## config.mk

```make
export PLATFORM = sky130hd
export DESIGN_NAME = pipelined_addsub
export DESIGN_NICKNAME = d
export VERILOG_FILES = /design/src/rtl/pipelined_addsub.sv
export SDC_FILE = /design/constraint.sdc
export NUM_CORES = 1
export LEC_CHECK = 0
export ABC_AREA = 1
export ABC_CLOCK_PERIOD_IN_PS = 8250
export CAP_MARGIN = 0
export CORE_MARGIN = 3
export CORE_UTILIZATION = 60
export CTS_BUF_LIST = sky130_fd_sc_hd__clkbuf_8
export DETAILED_ROUTE_END_ITERATION = 8
export GPL_TIMING_DRIVEN = 1
export PLACE_DENSITY = 0.94
export SYNTH_ARGS = -nofsm -noshare
export SYNTH_HDL_FRONTEND = slang
export SYNTH_SLANG_ARGS = --single-unit
```

## constraint.sdc

```tcl
create_clock -name clk -period 8.25 [get_ports clk]
set_input_delay 1.2375 -clock clk [delete_from_list [all_inputs] [get_ports clk]]
set_output_delay 1.2375 -clock clk [all_outputs]
set_load 0.005 [all_outputs]
```

## src/rtl/pipelined_addsub.sv

```systemverilog
// pipelined_addsub: WIDTH-bit two's-complement add/sub, one CW-bit chunk per stage.
// Ports: clk, rst (async, active-high); in_valid/in_ready, a, b, cin, sub in;
//        out_valid/out_ready, sum, cout, ovf out. CW = WIDTH/STAGES.
// Optional: define PIPELINED_ADDSUB_SAT_EN to saturate sum on signed overflow.
module pipelined_addsub #(
  parameter int WIDTH  = 16,
  parameter int STAGES = 4
) (
  input  logic             clk,
  input  logic             rst,
  input  logic             in_valid,
  output logic             in_ready,
  input  logic [WIDTH-1:0] a,
  input  logic [WIDTH-1:0] b,
  input  logic             cin,
  input  logic             sub,
  output logic             out_valid,
  input  logic             out_ready,
  output logic [WIDTH-1:0] sum,
  output logic             cout,
  output logic             ovf
);

  localparam int CW = WIDTH / STAGES;

  logic             adv;
  logic [WIDTH-1:0] b_eff;
  logic             c0;

  // the whole pipe moves as one; only a held result blocks it
  assign adv      = !out_valid || out_ready;
  assign in_ready = adv;
  assign b_eff    = sub ? ~b : b;
  assign c0       = cin ^ sub;

  for (genvar k = 0; k < STAGES; k++) begin : g_st
    // operand bits still unconsumed on entry to this stage
    localparam int RI = WIDTH - k * CW;

    logic [RI-1:0] oa;
    logic [RI-1:0] ob;
    logic          ci;
    logic          iv;
    logic [CW:0]   t;

    if (k == 0) begin : g_src
      assign oa = a;
      assign ob = b_eff;
      assign ci = c0;
      assign iv = in_valid;
    end else begin : g_src
      assign oa = g_st[k-1].g_mid.a_q;
      assign ob = g_st[k-1].g_mid.b_q;
      assign ci = g_st[k-1].g_mid.c_q;
      assign iv = g_st[k-1].g_mid.v_q;
    end

    assign t = {1'b0, oa[CW-1:0]}
             + {1'b0, ob[CW-1:0]}
             + {{CW{1'b0}}, ci};

    if (k < STAGES - 1) begin : g_mid
      // skew regs hold only the chunks later stages still need
      logic [RI-CW-1:0]      a_q;
      logic [RI-CW-1:0]      b_q;
      logic [(k+1)*CW-1:0]   s_q;
      logic [(k+1)*CW-1:0]   s_n;
      logic                  c_q;
      logic                  v_q;

      if (k == 0) begin : g_cat
        assign s_n = t[CW-1:0];
      end else begin : g_cat
        assign s_n = {t[CW-1:0], g_st[k-1].g_mid.s_q};
      end

      always_ff @(posedge clk or posedge rst) begin
        if (rst) begin
          a_q <= '0;
          b_q <= '0;
          s_q <= '0;
          c_q <= 1'b0;
          v_q <= 1'b0;
        end else if (adv) begin
          a_q <= oa[RI-1:CW];
          b_q <= ob[RI-1:CW];
          s_q <= s_n;
          c_q <= t[CW];
          v_q <= iv;
        end
      end
    end else begin : g_last
      logic [WIDTH-1:0] raw_n;
      logic [WIDTH-1:0] s_n;
      logic             o_n;
      logic [WIDTH-1:0] s_q;
      logic             c_q;
      logic             o_q;
      logic             v_q;

      if (k == 0) begin : g_cat
        assign raw_n = t[CW-1:0];
      end else begin : g_cat
        assign raw_n = {t[CW-1:0], g_st[k-1].g_mid.s_q};
      end

      // top chunk still carries the operand MSBs
      assign o_n = (oa[CW-1] == ob[CW-1])
                && (t[CW-1] != oa[CW-1]);

`ifdef PIPELINED_ADDSUB_SAT_EN
      assign s_n = !o_n     ? raw_n :
                   oa[CW-1] ? {1'b1, {(WIDTH-1){1'b0}}} :
                              {1'b0, {(WIDTH-1){1'b1}}};
`else
      assign s_n = raw_n;
`endif

      always_ff @(posedge clk or posedge rst) begin
        if (rst) begin
          s_q <= '0;
          c_q <= 1'b0;
          o_q <= 1'b0;
          v_q <= 1'b0;
        end else if (adv) begin
          s_q <= s_n;
          c_q <= t[CW];
          o_q <= o_n;
          v_q <= iv;
        end
      end
    end
  end

  assign out_valid = g_st[STAGES-1].g_last.v_q;
  assign sum       = g_st[STAGES-1].g_last.s_q;
  assign cout      = g_st[STAGES-1].g_last.c_q;
  assign ovf       = g_st[STAGES-1].g_last.o_q;

endmodule

```

---- Word level (Yosys, flattened, before mapping) ----
Index checks and enable logic that the tools add are counted.
word-level totals
  register bits ........................... 97
  bits of input ports ..................... 38
  word-level logic and storage cells ...... 35
cells by class
  $add $sub $neg .......................... 8
  eq/ne operators ......................... 2
  multiplexer cells ....................... 1
  bitwise logic cells ..................... 2
  reduce and logical (&&, ||, !) cells .... 3
operators by type and width
  operator              count
  adder 4 x 4 -> 5 bit  4
  adder 5 x 1 -> 5 bit  4
  2-to-1 mux 16 bit     1
  inverter 16 bit       1
  == test 1 bit         1
  logical AND 1 bit     1
  zero test 1 bit       1
  logical OR 1 bit      1
  != test 1 bit         1
  XOR 1 bit             1

---- Longest topological paths before layout ----
Gate-level depths: netlist (run 1).
  word-level depth ........................ 4
  gate-level depth with buffers ........... 9
  gate-level depth less buffers ........... 8

---- Worst setup path after synthesis (run 1) ----
Ideal clock, no wire load.
  path type ............................... input to output
  from .................................... in out_ready
  to ...................................... out in_ready
  arrival ................................. 1.682 ns
  data required time ...................... 7.013 ns
  setup slack ............................. 5.330 ns
  stages on the path ...................... 4
  buffers on the path ..................... 2
  cells stage by stage .................... nor2_4 -> inv_2 -> buf_6 -> buf_2
between the ends
  cells in the longest elaborated chain, start to end .. 1
ends and longest elaborated chain
  what                RTL line  source
  start: declaration  18        input logic out_ready,
  logical OR 1 bit    31        assign adv = !out_valid || out_ready;
  end: declaration    12        output logic in_ready,
No other way between the ends.

---- Worst setup path after layout (run 1) ----
Ends and elaborated chain as after synthesis.

==> results of run 1 <==
Yosys cell counts:
cell and instances:
sky130_fd_sc_hd__inv_1 31, sky130_fd_sc_hd__xor2_1 5, sky130_fd_sc_hd__a21oi_1 7, sky130_fd_sc_hd__inv_2 1, sky130_fd_sc_hd__o21ai_0 39, sky130_fd_sc_hd__buf_2 14
sky130_fd_sc_hd__ha_1 12, sky130_fd_sc_hd__clkbuf_1 2, sky130_fd_sc_hd__nand3_1 19, sky130_fd_sc_hd__or2_1 1, sky130_fd_sc_hd__dfrtp_1 97, sky130_fd_sc_hd__nor2_1 11
sky130_fd_sc_hd__buf_6 5, sky130_fd_sc_hd__o21ai_1 8, sky130_fd_sc_hd__buf_8 1, sky130_fd_sc_hd__o22ai_2 2, sky130_fd_sc_hd__xnor2_1 12, sky130_fd_sc_hd__nand2_1 197
sky130_fd_sc_hd__nor2_2 1, sky130_fd_sc_hd__buf_4 1, sky130_fd_sc_hd__fa_1 8, sky130_fd_sc_hd__nor2_4 1
worst paths after layout:
check                                                   end  slack, ns  depth (start not counted)                     startpoint
max reg2reg                g_st[1].g_mid.a_q[1]$_DFFE_PP0P_       6.11                          7          out_valid$_DFFE_PP0P_
min in group asynchronous                sum[2]$_DFFE_PP0P_       1.23                          2                            rst
max in group asynchronous  g_st[0].g_mid.b_q[9]$_DFFE_PP0P_       5.93                          3                            rst
max                                                in_ready       3.95                          5                      out_ready
min                                   out_valid$_DFFE_PP0P_       0.48                          1  g_st[2].g_mid.v_q$_DFFE_PP0P_
min reg2reg                           out_valid$_DFFE_PP0P_       0.48                          1  g_st[2].g_mid.v_q$_DFFE_PP0P_
worst max-delay path, cell delays in order:
cell                              delay (ns)
sky130_fd_sc_hd__clkdlybuf4s50_1        0.45
sky130_fd_sc_hd__nor2_4                 0.11
sky130_fd_sc_hd__buf_4                  0.73
sky130_fd_sc_hd__inv_2                  0.06
sky130_fd_sc_hd__clkdlybuf4s50_1        0.47
final cells by class:
cell class              count  area share
flip-flops and latches     97       0.475
multi-input cells         323       0.324
repair buffers             60       0.116
clock buffers              10      0.0269
inverters                  32      0.0240
well taps                  96      0.0235
clock inverters             5      0.0110
per-layer routing:
metal  GRT usage  share of wire  up-vias
met2       0.371           0.51      117
met1       0.266           0.42     1556
li1            -              -     1577
met5           0              0        -
met3      0.0423          0.055       21
met4      0.0829          0.021        0
report_power, final:
group	switching [mW]	internal, mW
Sequential	0.119	0.686
Clock	0.156	0.146
Combinational	0.379	0.296
per-stage QoR:
stage | instance area [um2] | cells | setup WS, ns | total power, mW
after floorplan | 4360 | 475 | 4.48 | 1.25
after global placement | 4920 | 608 | 3.95 | 1.43
after detailed placement | 4920 | 608 | 3.91 | 1.48
after CTS | 5110 | 623 | 3.91 | 1.78
after global routing | 5110 | 623 | 3.79 | 1.93
final | 5110 | 623 | 3.95 | 1.78
cells by family (layout without fill, tap and decap cells):
logic type	count (synthesis)	after routing
compound gates	56	56
flops	97	97
buf+inv	55	107
xor+xnor	17	17
fa+ha+maj	20	20
simple gates	230	230
registers in the layout (all words and copies together) (netlist names):
register and cells:
g_st.g_mid.a_q 24, g_st.g_mid.s_q 24, sum 16, g_st.g_mid.b_q 24, ovf 1, g_st.g_mid.v_q 3, cout 1, out_valid 1
g_st.g_mid.c_q 3
==> results by group, run 1 <==
STA
  • Number of setup violations in the final report: 0
  • Hold Worst Slack: 0.475 ns
  • Final count of pins violating max slew: 0
  • Unrepaired setup endpoints after global routing: false
  • Maximum clock frequency: 0.232 GHz
  • Total Negative Setup Slacks: 0 ns
  • Clock skew: 0.00834 ns
  • Pin slew with the least headroom to its limit: 0.978 ns
  • Worst slew slack as a fraction of its limit: 0.348
  • Fraction of the cycle the final worst path needs: 0.522
  • Minimum clock period after layout: 4.30 ns
  • Final hold violation count: 0

Clock tree
  • Count of hold-fix buffers inserted at cts: 0
  • CTS H-tree lvls: 3
  • CTS tree: built
  • Bufs on Longest Clock Path: 2
  • Later-pin clock latency in the skew report: 0.36 ns
  • Clock slew at reported path FFs: 0.09 ns
  • Root cell of the clock tree: sky130_fd_sc_hd__clkbuf_8
  • Total of cells resized after clock tree synthesis: 0
  • Clock sink count: 97
  • TritonCTS Buffers: 9
  • Post-CTS Setup Bufs: 0

Synth
  • Synthesized area divided by synthesized cell count: 9.17 um2
  • Xor/xnor share of the synthesized area: 0.0342
  • Post-Syn Instances: 475
  • Sequential area share after synthesis: 0.557
  • Post-synth design cell area: 4360 um2
  • Compound-cell area share of the yosys netlist: 0.0678
  • Yosys warning total: 0
  • Most area-consuming cells after synthesis: sky130_fd_sc_hd__dfrtp_1 (56%), sky130_fd_sc_hd__nand2_1 (17%), sky130_fd_sc_hd__o21ai_0 (4.5%)
  • Cell taking the most area after synthesis: sky130_fd_sc_hd__dfrtp_1
  • Flip-flop and latch count after synthesis: 97
  • Share of Yosys cell area claimed by the top area cell type: 0.557
  • Number of nets produced by synthesis: 533
  • Main combinational cell family by area after synthesis: simple AND/OR/NAND/NOR gates
  • Unique cell type count in the Yosys netlist: 22
  • Multiplexer share of the synthesized area: 0
  • Fraction of the mapped netlist area in adder cells: 0.0712
  • Area fraction in and, or, nand and nor cells after synthesis: 0.206

Cells and area
  • Most frequent standard cell in the layout excluding fill and tap cells: sky130_fd_sc_hd__nand2_1
  • Multi-input logic area: 1650 um2
  • Sequential cell area in the final layout: 2430 um2
  • Net count reported at finish: 581
  • Diodes inserted: 0
  • Most frequent cells in the layout: sky130_fd_sc_hd__nand2_1 (197), sky130_fd_sc_hd__dfrtp_1 (97), sky130_fd_sc_hd__clkdlybuf4s50_1 (57)
  • Final-layout fill cell count: 457
  • Utilization after layout: 0.740
  • Ratio of cells with drive above 1 in the final layout: 0.0455
  • Post-synthesis to final-layout area growth: 17.3%

Global route
  • Overall fraction of global-route tracks in use: 0.214
  • Total congestion overflow after global routing: 0
  • Antenna violations before repair: 0
  • Number of global-route vias before repair: 3270
  • Wire length of the first global-routing pass: 14400 um
  • Pin count of the biggest net entering global routing: 112

Floorplanning
  • Starting Density: 0.631
  • Die Y-Extent: 91.2 um
  • Die boundary width: 91.2 um
  • Core region area: 6910 um2
  • Die Area: 8320 um2
  • Ports placed on the boundary: 58
  • Number of standard-cell rows in the floorplan: 30

Drt
  • Final routed wirelength across all metal layers: 8300 um
  • Vias per Instance: 5.25
  • Antenna-violating nets left: 0
  • TritonRoute pass-1 iters: 5
  • DR WL/cell: 13.3 um
  • Overall via count from detail_route: 3271
  • DRC violation count after routing: 0
  • Initial DRC Count: 324

Placed design
  • Weighted congestion reported at the end of routability-driven placement: 0.813
  • IO buf count: 57
  • Sum of net half-perimeters after detailed placement: 5550 um

Run status
  • Result of the run: finished, final reports clean

Worst setup path
  • Arrival time at the worst endpoint: 3.07 ns
  • Sort of element at the start of the critical path: primary input
  • Maximum net fanout on the critical path: 111
  • WP data required: 7.01 ns
  • Endpoint type of the worst setup path: output pin
  • Worst Path Class, Setup: primary input to output pin

Power and ir drop
  • Leakage: 2.52 nW
  • Worst supply voltage drop on vdd: 0.147 mV
  • Power Density: 349 nW/um2

Worst hold path
  • Class of the tightest hold or removal check: flip-flop to flip-flop

Flow run
  • Max-cap viol count: 0
(Power assumes the default switching activity.)
==> run 2, diff against run 1 <==
--- a/config.mk
+++ b/config.mk
@@ -6,14 +6,14 @@
 export NUM_CORES = 1
 export LEC_CHECK = 0
 export ABC_AREA = 1
-export ABC_CLOCK_PERIOD_IN_PS = 8250
+export ABC_CLOCK_PERIOD_IN_PS = 4100
 export CAP_MARGIN = 0
 export CORE_MARGIN = 3
-export CORE_UTILIZATION = 60
+export CORE_UTILIZATION = 57
 export CTS_BUF_LIST = sky130_fd_sc_hd__clkbuf_8
 export DETAILED_ROUTE_END_ITERATION = 8
 export GPL_TIMING_DRIVEN = 1
-export PLACE_DENSITY = 0.94
+export PLACE_DENSITY = 0.9
 export SYNTH_ARGS = -nofsm -noshare
 export SYNTH_HDL_FRONTEND = slang
 export SYNTH_SLANG_ARGS = --single-unit
==> constraint.sdc (replaced) <==
create_clock -name clk -period 4.1 [get_ports clk]
set_input_delay 0.615 -clock clk [delete_from_list [all_inputs] [get_ports clk]]
set_output_delay 0.615 -clock clk [all_outputs]
set_load 0.005 [all_outputs]
==> results by group, run 2 (same netlist as run 1, synthesis figures left out) <==
Run status
  • Result of the run: finished, final reports clean

Drt
  • Overall via count from detail_route: 3181
  • Antenna-violating nets left: 0
  • Initial DRC Count: 240
  • Final routed wirelength across all metal layers: 7940 um
  • DR WL/cell: 12.6 um
  • Wire length on met1: 3480 um
  • Sum of met3 wire segment lengths after detailed routing: 401 um
  • Metal2 WL: 3910 um
  • DRC violation count after routing: 0
  • Max Used Layer: met4
  • TritonRoute pass-1 iters: 4
  • Vias per Instance: 5.06

Clock tree
  • TritonCTS Buffers: 9
  • Bufs on Longest Clock Path: 2
  • Clock slew at reported path FFs: 0.09 ns
  • Total of cells resized after clock tree synthesis: 0
  • Root cell of the clock tree: sky130_fd_sc_hd__clkbuf_8
  • CTS H-tree lvls: 3
  • Post-CTS Setup Bufs: 0
  • CTS tree: built
  • Count of hold-fix buffers inserted at cts: 0
  • Later-pin clock latency in the skew report: 0.35 ns
  • Clock sink count: 97

Worst setup path
  • Launching instance or port of the critical path: sub
  • Register-to-Register Setup Slack: 2.30 ns
  • Maximum net fanout on the critical path: 17
  • Worst flop-to-flop path endpoint: g_st[1].g_mid.c_q$_DFFE_PP0P_
  • Number of cell instances on the worst register-to-register path: 6
  • Arrival time at the worst endpoint: 2.58 ns
  • Beginning of the worst register-to-register path: g_st[0].g_mid.a_q[0]$_DFFE_PP0P_
  • Sort of element at the start of the critical path: primary input
  • Worst Path Class, Setup: primary input to flip-flop
  • Endpoint type of the worst setup path: flip-flop
  • WP data required: 4.31 ns

Placed design
  • Sum of net half-perimeters after detailed placement: 5380 um
  • Weighted congestion reported at the end of routability-driven placement: 0.864
  • IO buf count: 57

Floorplanning
  • Number of standard-cell rows in the floorplan: 31
  • Core region area: 7330 um2
  • Die Y-Extent: 93.4 um
  • Ports placed on the boundary: 58
  • Die Area: 8730 um2
  • Starting Density: 0.594
  • Die boundary width: 93.4 um

STA
  • Pin slew with the least headroom to its limit: 0.986 ns
  • Worst slew slack as a fraction of its limit: 0.343
  • Total Negative Setup Slacks: 0 ns
  • Number of setup violations in the final report: 0
  • Minimum clock period after layout: 2.37 ns
  • Final hold violation count: 0
  • Final count of pins violating max slew: 0
  • Clock skew: 0.00763 ns
  • Unrepaired setup endpoints after global routing: false
  • Fraction of the cycle the final worst path needs: 0.578
  • Maximum clock frequency: 0.422 GHz
  • Hold Worst Slack: 0.473 ns

Cells and area
  • Ratio of cells with drive above 1 in the final layout: 0.0491
  • Net count reported at finish: 583
  • Most frequent standard cell in the layout excluding fill and tap cells: sky130_fd_sc_hd__nand2_1
  • Registers with the highest flip-flop counts: g_st.g_mid.a_q (24), g_st.g_mid.b_q (24), g_st.g_mid.s_q (24)
  • Final-layout fill cell count: 536
  • Diodes inserted: 0
  • Sequential cell area in the final layout: 2430 um2
  • Post-synthesis to final-layout area growth: 18.3%
  • Most frequent cells in the layout: sky130_fd_sc_hd__nand2_1 (197), sky130_fd_sc_hd__dfrtp_1 (97), sky130_fd_sc_hd__clkdlybuf4s50_1 (57)
  • Multi-input logic area: 1650 um2

Power and ir drop
  • Power Density: 707 nW/um2
  • Worst supply voltage drop on vdd: 0.388 mV
  • Leakage: 2.55 nW

Worst hold path
  • Launch point of the worst hold path: g_st[1].g_mid.b_q[4]$_DFFE_PP0P_
  • Hold EP: g_st[2].g_mid.b_q[0]$_DFFE_PP0P_
  • Class of the tightest hold or removal check: flip-flop to flip-flop
  • Worst hold path depth: 2

Global route
  • Wire length of the first global-routing pass: 14000 um
  • Pin count of the biggest net entering global routing: 111
  • Number of global-route vias before repair: 3070
  • Overall fraction of global-route tracks in use: 0.203
  • Total congestion overflow after global routing: 0
  • Antenna violations before repair: 0

Flow run
  • Max-cap viol count: 0
[run 2: cell count changes in the layout (fill, tap and decap cells not counted), sizes merged]
cell / previous run / this run
buf: 3 / 5
inv: 32 / 33
clkinvlp: 1 / 0
bufinv: 1 / 2
[run 2: cell type report]
| class | instances | area share |
|---|---|---|
| Sequential cell | 97 | 0.471 |
| Multi-Input combinational cell | 323 | 0.321 |
| Timing Repair Buffer | 62 | 0.118 |
| Clock buffer | 10 | 0.0267 |
| Tap cell | 99 | 0.0240 |
| Inverter | 32 | 0.0238 |
| Clock inverter | 6 | 0.0160 |
[run 2: metrics by stage]
step	cells	util	setup WS (ns)	instance area, um2	total power, mW
6_report	629	0.703	1.73	5160	3.64
5_1_grt	629	0.703	1.62	5160	3.96
2_1_floorplan	475	-	0.951	4360	2.52
3_3_place_gp	613	0.673	1.45	4940	2.88
4_1_cts	629	0.703	1.72	5160	3.66
3_5_place_dp	613	0.673	1.35	4940	2.98
[run 2: metal layers]
metal  vias up  track usage
li1       1578            -
met2        82        0.327
met5         -            0
met3        11       0.0483
met1      1510        0.273
met4         0       0.0659
[run 2: worst max-delay path, cell delays in order]
cell and delay, ns:
sky130_fd_sc_hd__clkdlybuf4s50_1 0.45, sky130_fd_sc_hd__buf_4 0.26, sky130_fd_sc_hd__xor2_1 0.13, sky130_fd_sc_hd__fa_1 0.45
sky130_fd_sc_hd__fa_1 0.41, sky130_fd_sc_hd__nor2_1 0.16, sky130_fd_sc_hd__o22ai_2 0.10
[run 2: worst max path at each step]
stage	to	cells after the start
2_1_floorplan	cout$_DFFE_PP0P_	1
3_3_place_gp	g_st[0].g_mid.c_q$_DFFE_PP0P_	9
3_5_place_dp	g_st[0].g_mid.s_q[2]$_DFFE_PP0P_	7
4_1_cts	g_st[0].g_mid.s_q[2]$_DFFE_PP0P_	7
5_1_grt	g_st[0].g_mid.s_q[2]$_DFFE_PP0P_	7
6_report	g_st[0].g_mid.s_q[2]$_DFFE_PP0P_	7
[run 2: power by group]
group          total, mW  internal (mW)  switching, mW
logic               1.36          0.603          0.756
clock network      0.671          0.357          0.313
registers           1.61           1.38          0.234
==> run 3, diff against run 2 <==
--- a/config.mk
+++ b/config.mk
@@ -6,7 +6,7 @@
 export NUM_CORES = 1
 export LEC_CHECK = 0
 export ABC_AREA = 1
-export ABC_CLOCK_PERIOD_IN_PS = 4100
+export ABC_CLOCK_PERIOD_IN_PS = 2300
 export CAP_MARGIN = 0
 export CORE_MARGIN = 3
 export CORE_UTILIZATION = 57
==> constraint.sdc (replaced) <==
create_clock -name clk -period 2.3 [get_ports clk]
set_input_delay 0.345 -clock clk [delete_from_list [all_inputs] [get_ports clk]]
set_output_delay 0.345 -clock clk [all_outputs]
set_load 0.005 [all_outputs]
==> results by group, run 3 (same netlist as run 1, synthesis figures left out) <==
Run status
  • Result of the run: finished, final reports clean

Floorplanning
  • Die Area: 8730 um2
  • Die boundary width: 93.4 um
  • Starting Density: 0.594
  • Core region area: 7330 um2
  • Ports placed on the boundary: 58
  • Number of standard-cell rows in the floorplan: 31
  • Die Y-Extent: 93.4 um

STA
  • Number of setup violations in the final report: 0
  • Maximum clock frequency: 0.510 GHz
  • Worst slew slack as a fraction of its limit: 0.668
  • Pin slew with the least headroom to its limit: 0.498 ns
  • Clock skew: 0.0107 ns
  • Unrepaired setup endpoints after global routing: false
  • Final count of pins violating max slew: 0
  • Hold Worst Slack: 0.458 ns
  • Fraction of the cycle the final worst path needs: 0.853
  • Minimum clock period after layout: 1.96 ns
  • Final hold violation count: 0

Clock tree
  • TritonCTS Buffers: 9
  • Root cell of the clock tree: sky130_fd_sc_hd__clkbuf_8
  • CTS H-tree lvls: 3
  • Later-pin clock latency in the skew report: 0.35 ns
  • Bufs on Longest Clock Path: 2
  • CTS tree: built
  • Count of hold-fix buffers inserted at cts: 0
  • Clock sink count: 97
  • Total of cells resized after clock tree synthesis: 0
  • Post-CTS Setup Bufs: 0
  • Clock slew at reported path FFs: 0.09 ns

Cells and area
  • Most frequent standard cell in the layout excluding fill and tap cells: sky130_fd_sc_hd__nand2_1
  • Ratio of cells with drive above 1 in the final layout: 0.0455
  • Registers with the highest flip-flop counts: g_st.g_mid.a_q (24), g_st.g_mid.b_q (24), g_st.g_mid.s_q (24)
  • Final instance count without filler cells: 627
  • Post-synthesis to final-layout area growth: 18.2%
  • Most frequent cells in the layout: sky130_fd_sc_hd__nand2_1 (197), sky130_fd_sc_hd__dfrtp_1 (97), sky130_fd_sc_hd__clkdlybuf4s50_1 (57)
  • Net count reported at finish: 582
  • Diodes inserted: 0

Worst setup path
  • Endpoint type of the worst setup path: flip-flop
  • WP data required: 2.53 ns
  • Sort of element at the start of the critical path: primary input
  • Maximum net fanout on the critical path: 3
  • Arrival time at the worst endpoint: 2.19 ns
  • Worst Path Class, Setup: primary input to flip-flop

Global route
  • Pin count of the biggest net entering global routing: 111
  • Total congestion overflow after global routing: 0
  • Wire length of the first global-routing pass: 13900 um
  • Number of global-route vias before repair: 3043
  • Overall fraction of global-route tracks in use: 0.202
  • Antenna violations before repair: 0

Placed design
  • DP Cell Count: 612
  • Sum of net half-perimeters after detailed placement: 5490 um
  • Weighted congestion reported at the end of routability-driven placement: 0.827
  • IO buf count: 57

Drt
  • DR WL/cell: 13.1 um
  • Final routed wirelength across all metal layers: 8240 um
  • TritonRoute pass-1 iters: 5
  • Overall via count from detail_route: 3172
  • DRC violation count after routing: 0
  • Antenna-violating nets left: 0
  • Initial DRC Count: 205
  • Vias per Instance: 5.06

Power and ir drop
  • Power Density: 1240 nW/um2
  • Leakage: 2.53 nW
  • Worst supply voltage drop on vdd: 0.679 mV

Flow run
  • Max-cap viol count: 0

Worst hold path
  • Class of the tightest hold or removal check: primary input to asynchronous set/reset pin
## run 3: cell count changes in the layout (fill, tap and decap cells not counted), sizes merged
| cell | previous run | this run |
|---|---|---|
| bufinv | 2 | 1 |
| buf | 5 | 4 |
| clkinv | 3 | 2 |
| clkinvlp | 0 | 2 |
| clkbuf | 10 | 9 |
## run 3: path summary, 6_finish.rpt
check                                                 start                                to  slack, ns  depth (start not counted)
setup / recovery                                        sub     g_st[0].g_mid.c_q$_DFFE_PP0P_       0.34                          8
hold / removal                                          rst                sum[1]$_DFFE_PP0P_       0.46                          3
setup reg to reg           g_st[0].g_mid.a_q[0]$_DFFE_PP0P_     g_st[1].g_mid.c_q$_DFFE_PP0P_       0.51                          6
hold reg to reg            g_st[0].g_mid.b_q[7]$_DFFE_PP0P_  g_st[1].g_mid.b_q[3]$_DFFE_PP0P_       0.47                          2
max in group asynchronous                               rst               sum[12]$_DFFE_PP0P_       1.45                          3
min in group clk           g_st[0].g_mid.b_q[7]$_DFFE_PP0P_  g_st[1].g_mid.b_q[3]$_DFFE_PP0P_       0.47                          2
## run 3: layer usage
| metal | routed length [um] | share of wire | track usage | vias up |
|---|---|---|---|---|
| li1 | - | - | - | 1576 |
| met3 | 344 | 0.042 | 0.0306 | 23 |
| met1 | 3560 | 0.43 | 0.270 | 1470 |
| met5 | 0 | 0 | 0 | - |
| met4 | 219 | 0.027 | 0.0940 | 0 |
| met2 | 4120 | 0.50 | 0.325 | 103 |
## run 3: final cells by class
class	count	area [um2]
clock buffers	9	124
clock inverters	6	60.1
fillers	513	2180
inverters	32	124
multi-input cells	323	1650
flip-flops and latches	97	2430
well taps	99	124
repair buffers	61	638
## run 3: where the power goes
group	switching [mW]	internal (mW)	leakage (nW)
Sequential	0.418	2.46	1.17
Clock	0.553	0.493	0.0967
Combinational	1.38	1.10	1.26
Total	2.35	4.05	2.53
## run 3: critical path, cell delays in order
cell and delay (ns):
sky130_fd_sc_hd__clkdlybuf4s50_1 0.47, sky130_fd_sc_hd__xor2_1 0.20, sky130_fd_sc_hd__fa_1 0.44, sky130_fd_sc_hd__fa_1 0.41
sky130_fd_sc_hd__nand2_1 0.13, sky130_fd_sc_hd__nand2_1 0.07, sky130_fd_sc_hd__nand2_1 0.06, sky130_fd_sc_hd__a21oi_1 0.06
## run 3: stage by stage
step | power (mW) | util | cell area, um2 | TNS [ns] | worst slack (ns)
after floorplan | 4.49 | - | 4360 | 0 | 0.328
after global placement | 5.15 | 0.678 | 4970 | 0 | 0.0644
after detailed placement | 5.36 | 0.678 | 4970 | -0.00111 | -0.00111
after CTS | 6.43 | 0.703 | 5150 | 0 | 0.366
after global routing | 6.92 | 0.703 | 5150 | 0 | 0.318
final | 6.40 | 0.703 | 5150 | 0 | 0.339
